$ cat src/rtl/dl_arb_pkg.sv
// dl_arb_pkg: shared types and default parameters for the download/RAM arbiter
package dl_arb_pkg;
    typedef logic [15:0] ram_addr_t;
    typedef enum logic [2:0] {IDLE, DL_WR, CPU_WR, CPU_RD, RD_WAIT} dl_arb_state_t;
    localparam logic [7:0] DL_INDEX_DEF   = 8'd1;
    localparam int         HDR_SKIP_DEF   = 16;
    localparam ram_addr_t  LOAD_BASE_DEF  = 16'h0300;
    localparam int         STARVE_MAX_DEF = 8;
endpackage

$ cat src/rtl/dl_byte_buf.sv
// dl_byte_buf: one-entry relocating buffer for download bytes, with sticky overrun flag
module dl_byte_buf
    import dl_arb_pkg::*;
#(
    parameter logic [7:0] DL_INDEX  = DL_INDEX_DEF,
    parameter int         HDR_SKIP  = HDR_SKIP_DEF,
    parameter ram_addr_t  LOAD_BASE = LOAD_BASE_DEF
) (
    input  logic        clk_sys,
    input  logic        reset,
    input  logic        ioctl_download,
    input  logic [7:0]  ioctl_index,
    input  logic        ioctl_wr,
    input  logic [24:0] ioctl_addr,
    input  logic [7:0]  ioctl_data,
    input  logic        drain,
    input  logic        err_clr,
    output logic        buf_valid,
    output ram_addr_t   buf_addr,
    output logic [7:0]  buf_data,
    output logic        dl_err
);
    logic      accept, load;
    logic      buf_valid_q, buf_valid_d, dl_err_q, dl_err_d;
    ram_addr_t buf_addr_q, buf_addr_d;
    logic [7:0] buf_data_q, buf_data_d;

    // Accept matching writes; header bytes are swallowed, payload bytes are relocated into the buffer
    always_comb begin
        accept      = ioctl_download & ioctl_wr & (ioctl_index == DL_INDEX);
        load        = accept & ~buf_valid_q & (ioctl_addr >= 25'(HDR_SKIP));
        buf_valid_d = load ? 1'b1 : drain ? 1'b0 : buf_valid_q;
        buf_addr_d  = load ? ioctl_addr[15:0] - 16'(HDR_SKIP) + LOAD_BASE : buf_addr_q;
        buf_data_d  = load ? ioctl_data : buf_data_q;
        dl_err_d    = (dl_err_q & ~err_clr) | (accept & buf_valid_q);
    end

    // Buffer and error state
    always_ff @(posedge clk_sys or posedge reset) begin
        if (reset) begin
            buf_valid_q <= 1'b0;
            buf_addr_q  <= '0;
            buf_data_q  <= '0;
            dl_err_q    <= 1'b0;
        end else begin
            buf_valid_q <= buf_valid_d;
            buf_addr_q  <= buf_addr_d;
            buf_data_q  <= buf_data_d;
            dl_err_q    <= dl_err_d;
        end
    end

    assign buf_valid = buf_valid_q;
    assign buf_addr  = buf_addr_q;
    assign buf_data  = buf_data_q;
    assign dl_err    = dl_err_q;
endmodule

$ cat src/rtl/dl_ram_arbiter.sv
// dl_ram_arbiter: shares the main RAM port between the CPU and the ioctl download path.
// Define DL_CHECKSUM_EN to build the mod-256 checksum of downloaded bytes on dl_sum.
module dl_ram_arbiter
    import dl_arb_pkg::*;
#(
    parameter logic [7:0] DL_INDEX   = DL_INDEX_DEF,
    parameter int         HDR_SKIP   = HDR_SKIP_DEF,
    parameter ram_addr_t  LOAD_BASE  = LOAD_BASE_DEF,
    parameter int         STARVE_MAX = STARVE_MAX_DEF
) (
    input  logic        clk_sys,
    input  logic        reset,
    input  logic        ioctl_download,
    input  logic [7:0]  ioctl_index,
    input  logic        ioctl_wr,
    input  logic [24:0] ioctl_addr,
    input  logic [7:0]  ioctl_data,
    output logic        ioctl_wait,
    input  logic        cpu_req,
    input  logic        cpu_we,
    input  logic [15:0] cpu_addr,
    input  logic [7:0]  cpu_din,
    output logic [7:0]  cpu_dout,
    output logic        cpu_ack,
    output logic [15:0] ram_addr,
    output logic [7:0]  ram_din,
    output logic        ram_we,
    input  logic [7:0]  ram_dout,
    output logic        dl_active,
    output logic        dl_done,
    output logic        dl_err,
    output logic [7:0]  dl_sum
);
    localparam int            SW   = $clog2(STARVE_MAX + 1);
    localparam logic [SW-1:0] SMAX = SW'(STARVE_MAX);

    dl_arb_state_t state_q, state_d;
    ram_addr_t     ram_addr_q, ram_addr_d, buf_addr;
    logic [7:0]    ram_din_q, ram_din_d, cpu_dout_q, cpu_dout_d, buf_data;
    logic          ram_we_q, ram_we_d, cpu_ack_q, cpu_ack_d;
    logic [SW-1:0] starve_q, starve_d;
    logic          dl_on_q, dl_on_d, pend_q, pend_d, dl_done_q, dl_done_d;
    logic          buf_valid, match, dl_start, dl_fall, req, drained, ending;

    dl_byte_buf #(
        .DL_INDEX (DL_INDEX),
        .HDR_SKIP (HDR_SKIP),
        .LOAD_BASE(LOAD_BASE)
    ) u_buf (
        .clk_sys       (clk_sys),
        .reset         (reset),
        .ioctl_download(ioctl_download),
        .ioctl_index   (ioctl_index),
        .ioctl_wr      (ioctl_wr),
        .ioctl_addr    (ioctl_addr),
        .ioctl_data    (ioctl_data),
        .drain         (state_q == DL_WR),
        .err_clr       (dl_start),
        .buf_valid     (buf_valid),
        .buf_addr      (buf_addr),
        .buf_data      (buf_data),
        .dl_err        (dl_err)
    );

    // Arbitration, registered RAM port, CPU completion and download-end tracking
    always_comb begin
        match    = ioctl_download & (ioctl_index == DL_INDEX);
        dl_start = match & ~dl_on_q;
        dl_fall  = dl_on_q & ~match;
        // the CPU still holds cpu_req during its ack cycle; masking it stops a finished read replaying
        req      = cpu_req & ~cpu_ack_q;
        drained  = ~buf_valid | (state_q == DL_WR);
        ending   = dl_fall | pend_q;
        case (state_q)
            IDLE:    state_d = (buf_valid & (~req | (starve_q == SMAX))) ? DL_WR :
                               (req & cpu_we) ? CPU_WR : req ? CPU_RD : IDLE;
            CPU_RD:  state_d = RD_WAIT;
            default: state_d = IDLE;
        endcase
        ram_we_d   = (state_d == DL_WR) | (state_d == CPU_WR);
        ram_addr_d = (state_d == DL_WR) ? buf_addr :
                     (state_d == CPU_WR || state_d == CPU_RD) ? cpu_addr : ram_addr_q;
        ram_din_d  = (state_d == DL_WR) ? buf_data : (state_d == CPU_WR) ? cpu_din : ram_din_q;
        cpu_ack_d  = (state_d == CPU_WR) | (state_q == RD_WAIT);
        cpu_dout_d = (state_q == RD_WAIT) ? ram_dout : cpu_dout_q;
        starve_d   = (state_q == DL_WR) ? '0 :
                     (buf_valid && state_d != DL_WR && starve_q != SMAX) ? starve_q + SW'(1) : starve_q;
        dl_on_d    = match;
        pend_d     = ending & ~drained & ~dl_start;
        dl_done_d  = ending & drained;
    end

    // Arbiter FSM with registered outputs
    always_ff @(posedge clk_sys or posedge reset) begin
        if (reset) begin
            state_q    <= IDLE;
            ram_addr_q <= '0;
            ram_din_q  <= '0;
            ram_we_q   <= 1'b0;
            cpu_ack_q  <= 1'b0;
            cpu_dout_q <= '0;
            starve_q   <= '0;
            dl_on_q    <= 1'b0;
            pend_q     <= 1'b0;
            dl_done_q  <= 1'b0;
        end else begin
            state_q    <= state_d;
            ram_addr_q <= ram_addr_d;
            ram_din_q  <= ram_din_d;
            ram_we_q   <= ram_we_d;
            cpu_ack_q  <= cpu_ack_d;
            cpu_dout_q <= cpu_dout_d;
            starve_q   <= starve_d;
            dl_on_q    <= dl_on_d;
            pend_q     <= pend_d;
            dl_done_q  <= dl_done_d;
        end
    end

`ifdef DL_CHECKSUM_EN
    logic [7:0] sum_q, sum_d;

    // Running mod-256 sum of bytes committed to RAM by the download path
    always_comb sum_d = dl_start ? 8'h00 : (state_q == DL_WR) ? sum_q + ram_din_q : sum_q;

    // Checksum register
    always_ff @(posedge clk_sys or posedge reset) begin
        if (reset) sum_q <= '0;
        else       sum_q <= sum_d;
    end

    assign dl_sum = sum_q;
`else
    assign dl_sum = 8'h00;
`endif

    assign ioctl_wait = buf_valid;
    assign ram_addr   = ram_addr_q;
    assign ram_din    = ram_din_q;
    assign ram_we     = ram_we_q;
    assign cpu_ack    = cpu_ack_q;
    assign cpu_dout   = cpu_dout_q;
    assign dl_active  = dl_on_q | buf_valid;
    assign dl_done    = dl_done_q;
endmodule

$ cat config.mk
export PLATFORM = sky130hd
export DESIGN_NAME = dl_ram_arbiter
export DESIGN_NICKNAME = d
export VERILOG_FILES = /design/src/rtl/dl_arb_pkg.sv /design/src/rtl/dl_byte_buf.sv /design/src/rtl/dl_ram_arbiter.sv
export SDC_FILE = /design/constraint.sdc
export NUM_CORES = 1
export LEC_CHECK = 0
export ABC_CLOCK_PERIOD_IN_PS = 1700
export BUFFER_PORTS_ARGS = -buffer_cell sky130_fd_sc_hd__buf_2
export CORE_MARGIN = 2
export CORE_UTILIZATION = 46
export CTS_BUF_LIST = sky130_fd_sc_hd__clkbuf_4 sky130_fd_sc_hd__clkbuf_8
export DETAILED_ROUTE_END_ITERATION = 12
export GPL_ROUTABILITY_DRIVEN = 1
export PLACE_DENSITY_LB_ADDON = 0.2
export SYNTH_ARGS = -nofsm -noshare
export SYNTH_HDL_FRONTEND = slang
export SYNTH_SLANG_ARGS = --single-unit
export TNS_END_PERCENT = 1
$ cat constraint.sdc
create_clock -name clk_sys -period 1.7 [get_ports clk_sys]
set_input_delay 0.085 -clock clk_sys [delete_from_list [all_inputs] [get_ports clk_sys]]
set_output_delay 0.085 -clock clk_sys [all_outputs]
set_load 0.005 [all_outputs]
==> metrics.md <==
| Metric | Value |
|---|---|
| WP data required | `1970 ps` |
| Clk pwr share | `0.261` |
| Leak | `2.54 nW` |
| Status | `finished clean` |
| Ant. Diodes | `0` |
| Tmin final | `1620 ps` |
| Core area | `7140 sq um` |
| Routed met3 length | `337 um` |
| Worst r2r path cells | `7` |
| Syn Inst Count | `288` |
| Critical Path AT | `1890 ps` |
| Worst-path fanout max | `4` |
| CP Depth | `7` |
| Hpwl dp | `5690 um` |
| Layout cells sized above 1 | `0.426` |
| RePlAce Congestion | `0.855` |
| Hold Crit Class | `in -> reg` |
| Routed via count | `2804` |
| # clock sinks | `70` |
| Ranking of synthesized cells by area | `dfrtp_1, mux2_4, nand2_1, mux2_2, a22oi_1` |
| Die area | `7970 sq um` |
| IO Pins | `125` |
| Post-DP Area | `4160 sq um` |
| Worst-case clock skew | `12.9 ps` |
| Largest area contributor in the netlist | `dfrtp_1` |
| Met2 WL post-DR | `3880 um` |
| Starting Density | `0.469` |
| Flop and latch count out of synthesis | `70` |
| # setup viols final | `0` |
| Die H | `89.3 um` |
| Slew headroom | `0.601` |
| Synthesis Warnings | `0` |
| DP Cell Count | `513` |
| CTS Buf Count | `9` |
| Avg Vias per Cell | `4.95` |
| Drt first pass iters | `4` |
| Non-Filler Instances | `566` |
| Area share of the largest cell type after synthesis | `0.524` |
| Routed WL | `7970 um` |
| Max Used Layer | `met4` |
| Slew Limit Fails | `0` |
| IO Port Bufs | `116` |
| Metal-1 WL | `3620 um` |
| Maximum clock rate | `617 MHz` |
| Remaining antenna violation count | `0` |
| Synth top cells by count | `dfrtp_1, nand2_1, mux2_4, a22oi_1, mux2_2` |
| Slew @ Worst Pin | `597 ps` |
| RSZ-0062 raised after global routing | `no` |
| WL/cell | `14.1 um` |
| Register area share after synthesis | `0.524` |
| Antenna violations before repair | `0` |
| Number of global-route vias before repair | `2599` |
| Setup crit start kind | `register` |
| Post-synthesis cell area | `3350 sq um` |
| Largest net degree at the start of global routing | `30` |
| Syn_area_per_cell | `11.6 sq um` |
| Clock Latency Late Sink | `340 ps` |
| # nets final | `545` |
| Share of flip-flops with an asynchronous set or reset | `1.00` |
| Largest stage delay on the critical path | `390 ps` |
| Worst VDD drop | `0.489 mV` |
| Hold Path Stages | `3` |
| Top_reg_cell synth | `dfrtp_1` |
| Psw | `1.57 mW` |
| Layout fillers | `599` |
| Switching Fraction | `0.308` |
| P_int | `3.53 mW` |
| Comb pwr share | `0.288` |
| CTS clock-pin slew for the worst setup and hold paths | `80 ps` |
| H-tree depth | `3` |
| Initial DRC count | `56` |
| Kind of critical path | `reg -> reg` |
| Synth-to-layout area growth | `41.4%` |
| Drt drc | `0` |
| Unique cell type count in the Yosys netlist | `48` |
| First-pass GRT wire length | `12300 um` |
| Final Hold Vio Count | `0` |
| Count leader, synth | `dfrtp_1` |
| CP Cell Sequence | `inv_2 -> ha_1 -> nand3b_1 -> o211ai_1 -> buf_4 -> or3_1 -> a21oi_1` |
| Max clock buf depth | `2` |
| Buf+Inv Stages, Crit Path | `2` |
| Pwr Total | `5.11 mW` |
| CTS tree | `yes` |
| Top cell family by delay on the critical path | `simple AND/OR/NAND/NOR gates` |
| Sequential power share | `0.451` |
| Post-route cell area | `4730 sq um` |
| Min Hold Slack | `49.9 ps` |
| Total GRT Usage | `0.206` |
| Tcrit/Tclk final | `0.953` |
| CTS root buf | `clkbuf_8` |
| Post-synth EDFFs | `0` |
| Die Wd | `89.3 um` |
| Pwr/cell area | `1080 nW/um^2` |
| Max-cap check violation count | `0` |
| GRT Residual Overflow | `0` |
| CP max stage cell | `dfrtp_1` |
| FP Rows | `31` |
| Crit end category | `register` |
-- power groups by stage --
stage,Combinational (mW),Sequential (mW),Clock [mW]
final,1.47,2.30,1.33
after global routing,1.66,2.35,1.43
after CTS,1.45,2.30,1.36
after detailed placement,1.39,2.32,0
after global placement,1.34,2.32,0
after floorplan,0.638,2.36,0
-- logic make-up (layout without fill, tap and decap cells) --
group	Yosys count	count (layout)	synth area share
XOR/XNOR	12	12	0.0314
AO/OA/AOI/OAI	49	49	0.106
buffers and inverters	29	201	0.0546
flip-flops	70	70	0.524
multiplexers	33	33	0.131
AND/OR/NAND/NOR	90	90	0.138
adder cells (fa/ha/maj)	4	4	0.0150
other	1	8	0.00112
-- worst min-delay path, stage by stage --
cell and delay, ps:
buf_2 70, a31oi_1 70, a2bb2oi_1 120
-- sequential cells by signal (all words and copies together), names as in the netlist, 3 cells and up --
register        cells
ram_din             8
u_buf.buf_data      8
starve_q            4
state_q             3
cpu_dout            8
ram_addr           16
u_buf.buf_addr     16
-- path summary, 6_finish.rpt --
check	startpoint	endpoint	slack [ps]
worst max-delay path	starve_q[0]	starve_q[3]	80
worst min-delay path	cpu_din[3]	ram_din[3]	50
worst max register to register	starve_q[0]	starve_q[3]	80
worst min register to register	ram_addr[5]	ram_addr[5]	480
max in group asynchronous	reset	ram_addr[1]	730
min in group asynchronous	reset	cpu_dout[3]	360
-- cell usage in the layout (no fill, tap or decap), types with 3 or more instances in the layout --
cell / count
mux2_2: 13
a22oi_1: 16
nor3_1: 3
xnor2_1: 6
dlygate4sd3_1: 36
clkbuf_8: 9
a2bb2oi_1: 8
nor4_1: 4
nor2_1: 6
a21oi_1: 5
buf_12: 4
dfrtp_1: 70
nand2_1: 50
nor3b_1: 3
mux2_4: 18
buf_2: 116
inv_1: 7
conb_1: 8
ha_1: 4
a31oi_1: 8
o21ai_0: 5
xor2_1: 6
buf_4: 20
-- through the flow --
stage | setup slack (ps) | utilization | setup TNS, ps
finish | 79.4 | 0.663 | 0
global route | 2.09 | 0.663 | 0
CTS | 45.9 | 0.660 | 0
detailed placement | -40.5 | 0.582 | -207
global placement | -26.8 | 0.582 | -26.8
floorplan | 24.0 | - | 0
-- per-layer routing --
layer / global-route usage / up-vias
met5: 0 / -
met4: 0.0828 / 0
met3: 0.0369 / 9
met2: 0.341 / 85
met1: 0.270 / 1349
li1: - / 1361
-- what timing repair did --
action / CTS / global route
gates resized for setup: 0 / 3
endpoints found under the hold margin: 60 / 0
setup endpoints to repair: 0 / 9
hold buffers: 36 / 0
buffers inserted: 0 / 1
-- final cells by class --
cell class	count	area (sq um)	area share
sequential	70	1750	0.370
multi-input combinational	196	1450	0.306
timing repair buffer	176	1170	0.248
clock buffer	9	124	0.0262
tap	99	124	0.0262
clock inverter	7	73.8	0.0156
inverter	9	37.5	0.00793
(Power assumes the default switching activity.)
